--- src/rtl/rr_arb_mux.sv ---
// N-channel arbitrating multiplexer with a registered output stage.
// Round-robin (RR=1) or fixed-priority (RR=0) grant with valid/ready handshakes.
module rr_arb_mux #(
    parameter int WIDTH = 32,
    parameter int N     = 4,
    parameter int RR    = 1,
    parameter int SELW  = (N > 1) ? $clog2(N) : 1
) (
    input  logic                 clk,
    input  logic                 rst,
    input  logic [N-1:0]         in_valid,
    input  logic [N*WIDTH-1:0]   in_data,
    output logic [N-1:0]         in_ready,
    output logic                 out_valid,
    output logic [WIDTH-1:0]     out_data,
    output logic [SELW-1:0]      out_sel,
    input  logic                 out_ready
);

    logic [WIDTH-1:0] w_chanData [N];
    logic             w_loadEn;
    logic             w_found;
    logic [SELW-1:0]  w_grant;
    logic [N-1:0]     w_ready;
    logic             w_xfer;

    logic             r_outValid;
    logic [WIDTH-1:0] r_outData;
    logic [SELW-1:0]  r_outSel;
    logic [SELW-1:0]  r_ptr;

    genvar gi;
    generate
        for (gi = 0; gi < N; gi++) begin : g_chan
            assign w_chanData[gi] = in_data[gi*WIDTH +: WIDTH];
        end
    endgenerate

    assign w_loadEn = !r_outValid || out_ready;

    // Search starts at the pointer in round-robin mode, at channel 0 otherwise.
    always_comb begin
        int base;
        int idx;
        w_found = 1'b0;
        w_grant = '0;
        idx     = 0;
        base    = (RR != 0) ? int'(r_ptr) : 0;
        for (int k = 0; k < N; k++) begin
            idx = base + k;
            if (idx >= N) begin
                idx = idx - N;
            end
            if (!w_found && in_valid[idx[SELW-1:0]]) begin
                w_found = 1'b1;
                w_grant = idx[SELW-1:0];
            end
        end
    end

    always_comb begin
        w_ready = '0;
        if (w_found && w_loadEn && !rst) begin
            w_ready[w_grant] = 1'b1;
        end
    end

    assign w_xfer   = |w_ready;
    assign in_ready = w_ready;

    // A new beat takes priority over draining, so back-to-back transfers leave no bubble.
    always_ff @(posedge clk or posedge rst) begin
        if (rst) begin
            r_outValid <= 1'b0;
            r_outData  <= '0;
            r_outSel   <= '0;
            r_ptr      <= '0;
        end else if (w_xfer) begin
            r_outValid <= 1'b1;
            r_outData  <= w_chanData[w_grant];
            r_outSel   <= w_grant;
            if (RR != 0) begin
                r_ptr <= (w_grant == SELW'(N-1)) ? '0 : w_grant + 1'b1;
            end
        end else if (r_outValid && out_ready) begin
            r_outValid <= 1'b0;
        end
    end

    assign out_valid = r_outValid;
    assign out_data  = r_outData;
    assign out_sel   = r_outSel;

endmodule
--- config.mk ---
export PLATFORM = sky130hd
export DESIGN_NAME = rr_arb_mux
export DESIGN_NICKNAME = d
export VERILOG_FILES = /design/src/rtl/rr_arb_mux.sv
export SDC_FILE = /design/constraint.sdc
export NUM_CORES = 1
export LEC_CHECK = 0
export ABC_CLOCK_PERIOD_IN_PS = 2500
export BUFFER_PORTS_ARGS = -buffer_cell sky130_fd_sc_hd__buf_2
export CORE_MARGIN = 8
export CORE_UTILIZATION = 25
export CTS_CLUSTER_DIAMETER = 30
export DETAILED_ROUTE_END_ITERATION = 7
export GPL_TIMING_DRIVEN = 0
export PLACE_DENSITY = 0.5
export SLEW_MARGIN = 20
export SYNTH_ARGS = -nofsm -noshare
export SYNTH_HDL_FRONTEND = slang
export SYNTH_SLANG_ARGS = --single-unit
--- constraint.sdc ---
create_clock -name clk -period 2.5 [get_ports clk]
set_input_delay 0.125 -clock clk [delete_from_list [all_inputs] [get_ports clk]]
set_output_delay 0.125 -clock clk [all_outputs]
set_load 0.02 [all_outputs]
; ---- After elaboration in Yosys (flattened, before gate mapping)
; Index checks and enable logic that the tools add are counted.
; Widths: inputs -> output; s select.
[totals]
ff_bits = 37
input_bits = 135
output_inout_bits = 39
word_cells = 69
[classes]
addsub = 8
order_cmp = 11
eq_ne = 1
n_mux = 29
bitwise_logic = 1
reduce_logical = 15
[ops]
columns = operator, n
row1 = $bmux 32 s2, 1
row2 = $mux 32, 2
row3 = $mux 2, 9
row4 = $lt 2x3->1 const B, 5
row5 = $ge 3x3->1 const B, 4
row6 = $mux 1, 11
row7 = $bmux 1 s2, 4
row8 = $sub 2x1->2 const B, 4
row9 = $logic_and 1x1->1, 7
row10 = $add 2x2->3 const B, 2
row11 = $logic_not 1->1, 5
row12 = $mux 4, 1
row13 = $reduce_or 4->1, 1
row14 = $add 2x1->3 const B, 1
row15 = $ge 2x3->1 const B, 1
row16 = $not 2->3, 1
row17 = $add 2x1->2 const B, 1
row18 = $demux 1 s2, 1
row19 = $eq 2x2->1 const B, 1
row20 = $ge 2x1->1 const B, 1
row21 = $reduce_bool 2->1, 1
row22 = $logic_or 1x1->1, 1

; ---- Longest topological paths before layout
[logic_depth]
depth_word = 21
depth_mapped = 12
depth_no_buf = 8

; ---- Worst setup path before layout
; OpenSTA, ideal clock, no wires.
[synth_timing]
kind = register to register
start = register r_ptr[0]
end = register r_ptr[0]
arrival_time_ns = 2.350
slack_ns = 0.031
path_stages_with_launch = 12
synth_period_minus_slack_ns = 2.469
cell_sequence = dfrtp_1 > and2b_4 > or4_4 > buf_6 > nand2_8 > inv_4 > buf_6 > ha_1 > o31a_1 > buf_6 > buf_12 > o21a_1
[synth_between]
elab_chain_len = 20
elab_cells_between_ends = 49
[synth_rtl]
columns = item, line
row1 = from (decl), 30  ; logic [SELW-1:0] r_ptr;
row2 = from (signal assigned), 83  ; r_ptr <= (w_grant == SELW'(N-1)) ? '0 : w_grant + 1'b1;
row3 = branches (longest 20 deep; another with $add 2x1->3), n/a
; Several ways; the timed one is not identified. The select of a mux whose other input is x is not followed.
; A chain may end at the register's enable or synchronous reset.

; ---- Worst setup path after layout
[layout_timing]
start = register r_ptr[1]
end = register r_ptr[0]
; The elaborated chain is that of the path after synthesis.

==> results.md <==
Power:
- The share of total power dissipated in combinational logic is 0.628.
- The fraction of power spent switching nets is 0.450.
- Summed over all nets, the switching power comes to 0.00202 W.
- The power after layout is 0.00448 W.
- The total power density per cell area is 1080 nW/um^2.
- The sequential cell fraction of total power is 0.231.
- The clock group share of total power is 0.141.
- For this design the static power due to leakage is 2.11 nW.
- The internal portion of the total power is 0.00247 W.
- The maximum resistive drop on vdd is 373 uV.

Drt:
- The routed via count is 2,931.
- The average detailed-routed wire length per instance is 17.4 um.
- The DRC violation total after the first TritonRoute iteration is 103.
- In the routed layout, each cell is associated on average with a via count of 4.70.
- The first TritonRoute pass finished after 4 iterations.
- The final routed wirelength across all metal layers is 10,800 um.
- The number of nets with antenna violations after routing is 0.
- The remaining design rule violation count is 0.

Timing:
- The number of hold violations in the final report is 0.
- The transition at the pin with the smallest max-transition slack is 0.594 ns.
- Of the available clock period, the critical path in the final layout requires 0.953.
- The smallest setup slack after layout is 0.116 ns.
- The final-report max-slew violation count was 0.
- The upper clock frequency limit is 0.420 GHz.
- The tightest slew margin relative to the limit is 0.604.
- Between clock sinks in the finished design, the worst skew comes to 0.00344 ns.
- The post-layout minimum cycle time is 2.38 ns.
- Setup repair after global routing left no endpoint under its margin.
- The number of failing setup endpoints in the final timing report is 0.

Place:
- The total half-perimeter wirelength after legalization and detailed placement is 8530 um.
- At the end of routability-driven placement, the weighted congestion stood at 0.707.
- The number of I/O port buffers is 173.
- The worst-case setup slack after placement is -0.201 ns.
- After detailed placement, the total cell area comes to 3940 um^2.

Worst setup path:
- The critical path's slowest cell is or4_4.
- The startpoint identified for the worst register-to-register timing path is r_ptr[1].
- The kind of critical path is reg -> reg.
- The count of buffer and inverter cells on the critical path is 3.
- STA classifies the critical path endpoint as a flip-flop.
- For the worst setup path, the data arrival time is 2.55 ns.
- The most critical setup path has its startpoint at r_ptr[1].
- The startpoint class of the critical path is a flip-flop.
- The delay contributed by the slowest stage of the critical path is 0.65 ns.
- The signal on the critical path passes through or4_4 > nand2_8 > inv_8 > ha_2 > o31a_1 > buf_6 > buf_12 > o21a_1.
- The critical-path maximum fanout is 15.
- The data required time of the critical path is 2.67 ns.
- The gate family responsible for the most delay along the worst path is simple AND/OR/NAND/NOR gates.

Yosys:
- When the netlist entered floorplanning its net count stood at 431.
- The share of flip-flops with an asynchronous set or reset is 1.00.
- The synthesized design contains 0 enable-type register cells.
- Synthesis inferred 37 register bits.
- Dividing the synthesized area by the synthesized cell count gives 9.72 um^2.
- In the synthesized netlist the dominant register cell turns out to be dfrtp_1.
- Summed over all instances, the cell type with the most area after synthesis is dfrtp_1.
- Ranked by total cell area, the synthesized netlist is headed by dfrtp_1 (32%), o221ai_2 (14%), mux2i_1 (12%), a21o_1 (8.4%), o21ai_0 (5.9%).
- The count of yosys warnings during synthesis is 0.
- Summing every instance area after synthesis gives 2870 um^2.
- The share of synthesized area in the top cell type comes to 0.323.
- The share of the Yosys chip area taken by registers is 0.323.
- After synthesis, the netlist uses 34 different library cells.
- Synthesis produced a netlist whose cell count is 295.

CTS:
- The buffer cell driving the clock tree root is clkbuf_16.
- The TritonCTS clock tree is done.
- The TritonCTS buffer count is 5.
- The depth of the CTS H-tree is 2.
- The number of sinks driven by the clock tree is 37.
- The number of buffers between clock root and the deepest sink is 2.
- The later pin in the worst-skew pair is clocked with a latency of 0.28 ns.
- After clock tree synthesis, the clock-pin slew on the worst setup and hold paths is 0.06 ns.

Run status:
- The flow ran to the end, and the final reports show no timing, DRC or antenna violations.

Layout:
- Leaving out fill and tap cells, the most frequent cell in the layout is buf_2.
- The core occupancy in the finished layout is 0.367.
- The area growth from synthesis to layout is 44.8%.
- The total of fill cells in the finished design is 1,196.
- The fraction of final layout cells with drive strength greater than 1 is 0.493.
- The number of nets in the layout is 617.
- The repair_antennas step left the layout with diodes totalling 0.
- In the layout the commonest cells are buf_2 (173), inv_1 (37), dfrtp_1 (37).
- After routing the design area is 4150 um^2.

Floorplan:
- The count of boundary I/O pins is 174.
- The die is 123 um wide.
- The initialized floorplan defines 39 standard-cell rows.
- The floorplan step defined a die boundary enclosing 15,200 um^2.
- The initial utilization of the core area, before any placement, comes to 0.253.
- The die is 123 um tall.
- After floorplanning, the core was sized to cover 11,300 um^2.

Global routing:
- In this run the most used layer during global routing was met2.
- The number of antenna violations at the first check in global routing is 0.
- The overall overflow remaining after global route is 0.
- The global-route wire length before repair is 16,300 um.
- For this run, global-route usage on met3 was measured as 0.0370.
- The global-route met2 utilization is 0.246.
- The number of global-route vias before repair was 3,182.
- Entering global routing, the biggest net connects 20 pins.
- For this run, global-route usage on met1 was measured as 0.160.
- The total routing usage reported by global routing is 0.137.

Hold path:
- The path category of the worst min-delay check is in -> reg.
- The worst hold path begins at in_data[115].

Flow run:
- The number of max-capacitance violations reported is 0.
## area by class of cell
type	count	area, um^2	share of cell area
Multi-Input combinational cell	192	1590	0.383
Clock buffer	7	143	0.0343
Sequential cell	37	926	0.223
Buffer	25	213	0.0512
Timing Repair Buffer	181	948	0.228
Inverter	39	154	0.0371
Tap cell	143	179	0.0431
## registers in the layout, indices dropped and copies added, names as in the netlist
register and flops:
out_data 32, out_sel 2, r_ptr 2, out_valid 1
## worst register-to-register path, stage by stage, from the launching register on
cell and delay [ns]:
dfrtp_1 0.44, or4_4 0.65, nand2_8 0.12, inv_8 0.08, ha_2 0.20, o31a_1 0.30, buf_6 0.15, buf_12 0.15
o21a_1 0.17
## cells by family after synthesis
kind of cell               synth area share
DFF                                   0.323
AOI/OAI and AO/OA                     0.322
adders and majority gates           0.00436
muxes                                 0.115
and+or+nand+nor                       0.108
buffers and inverters                 0.128
## timing repair
| action | in CTS | in global routing |
|---|---|---|
| buffers inserted | 3 | 3 |
| resized for setup | 3 | 9 |
| hold buffers | 1 | 0 |
| pin swaps | 0 | 2 |
| endpoints found under the setup margin | 38 | 33 |
| endpoints found under the hold margin | 18 | 0 |
## worst paths after layout
| kind | slack [ns] | to | cells past startpoint |
|---|---|---|---|
| worst max-delay path | 0.12 | r_ptr[0] | 8 |
| worst min-delay path | 0.16 | out_data[19] | 3 |
| worst max register to register | 0.12 | r_ptr[0] | 8 |
| worst min register to register | 0.53 | out_sel[1] | 2 |
| max in group asynchronous | 1.61 | out_data[29] | 4 |
| min in group asynchronous | 0.43 | out_valid | 3 |
## power by group through the flow
stage	logic, W	registers, W	clock network, W
floorplan	0.00165	0.00137	0
global placement	0.00277	0.00104	0
detailed placement	0.00281	0.00105	0
CTS	0.00283	0.00104	0.000655
global route	0.00307	0.00107	0.000679
finish	0.00282	0.00104	0.000630
## cell usage after synthesis (3+ instances only)
master / n
buf_6: 9
buf_12: 3
buf_1: 4
nand3_1: 32
mux2i_1: 33
inv_1: 38
nor2_1: 4
o221ai_2: 27
clkbuf_1: 11
a21o_1: 32
o21ai_0: 34
dfrtp_1: 37
o221ai_1: 5
## metrics by stage
step / TNS, ns / std cells / hold slack [ns]
after floorplan: 0 / 295 / 0.305
after global placement: -4.00 / 611 / 0.450
after detailed placement: -5.70 / 612 / 0.191
after CTS: 0 / 622 / 0.154
after global routing: 0 / 624 / 0.177
final: 0 / 624 / 0.160
## per-layer routing
layer | up-vias | part of all wire
met1 | 1389 | 0.40
met4 | 0 | 0.0070
li1 | 1445 | -
met5 | - | 0
met3 | 5 | 0.076
met2 | 92 | 0.52
No activity file was read; power rests on OpenSTA's default activity.
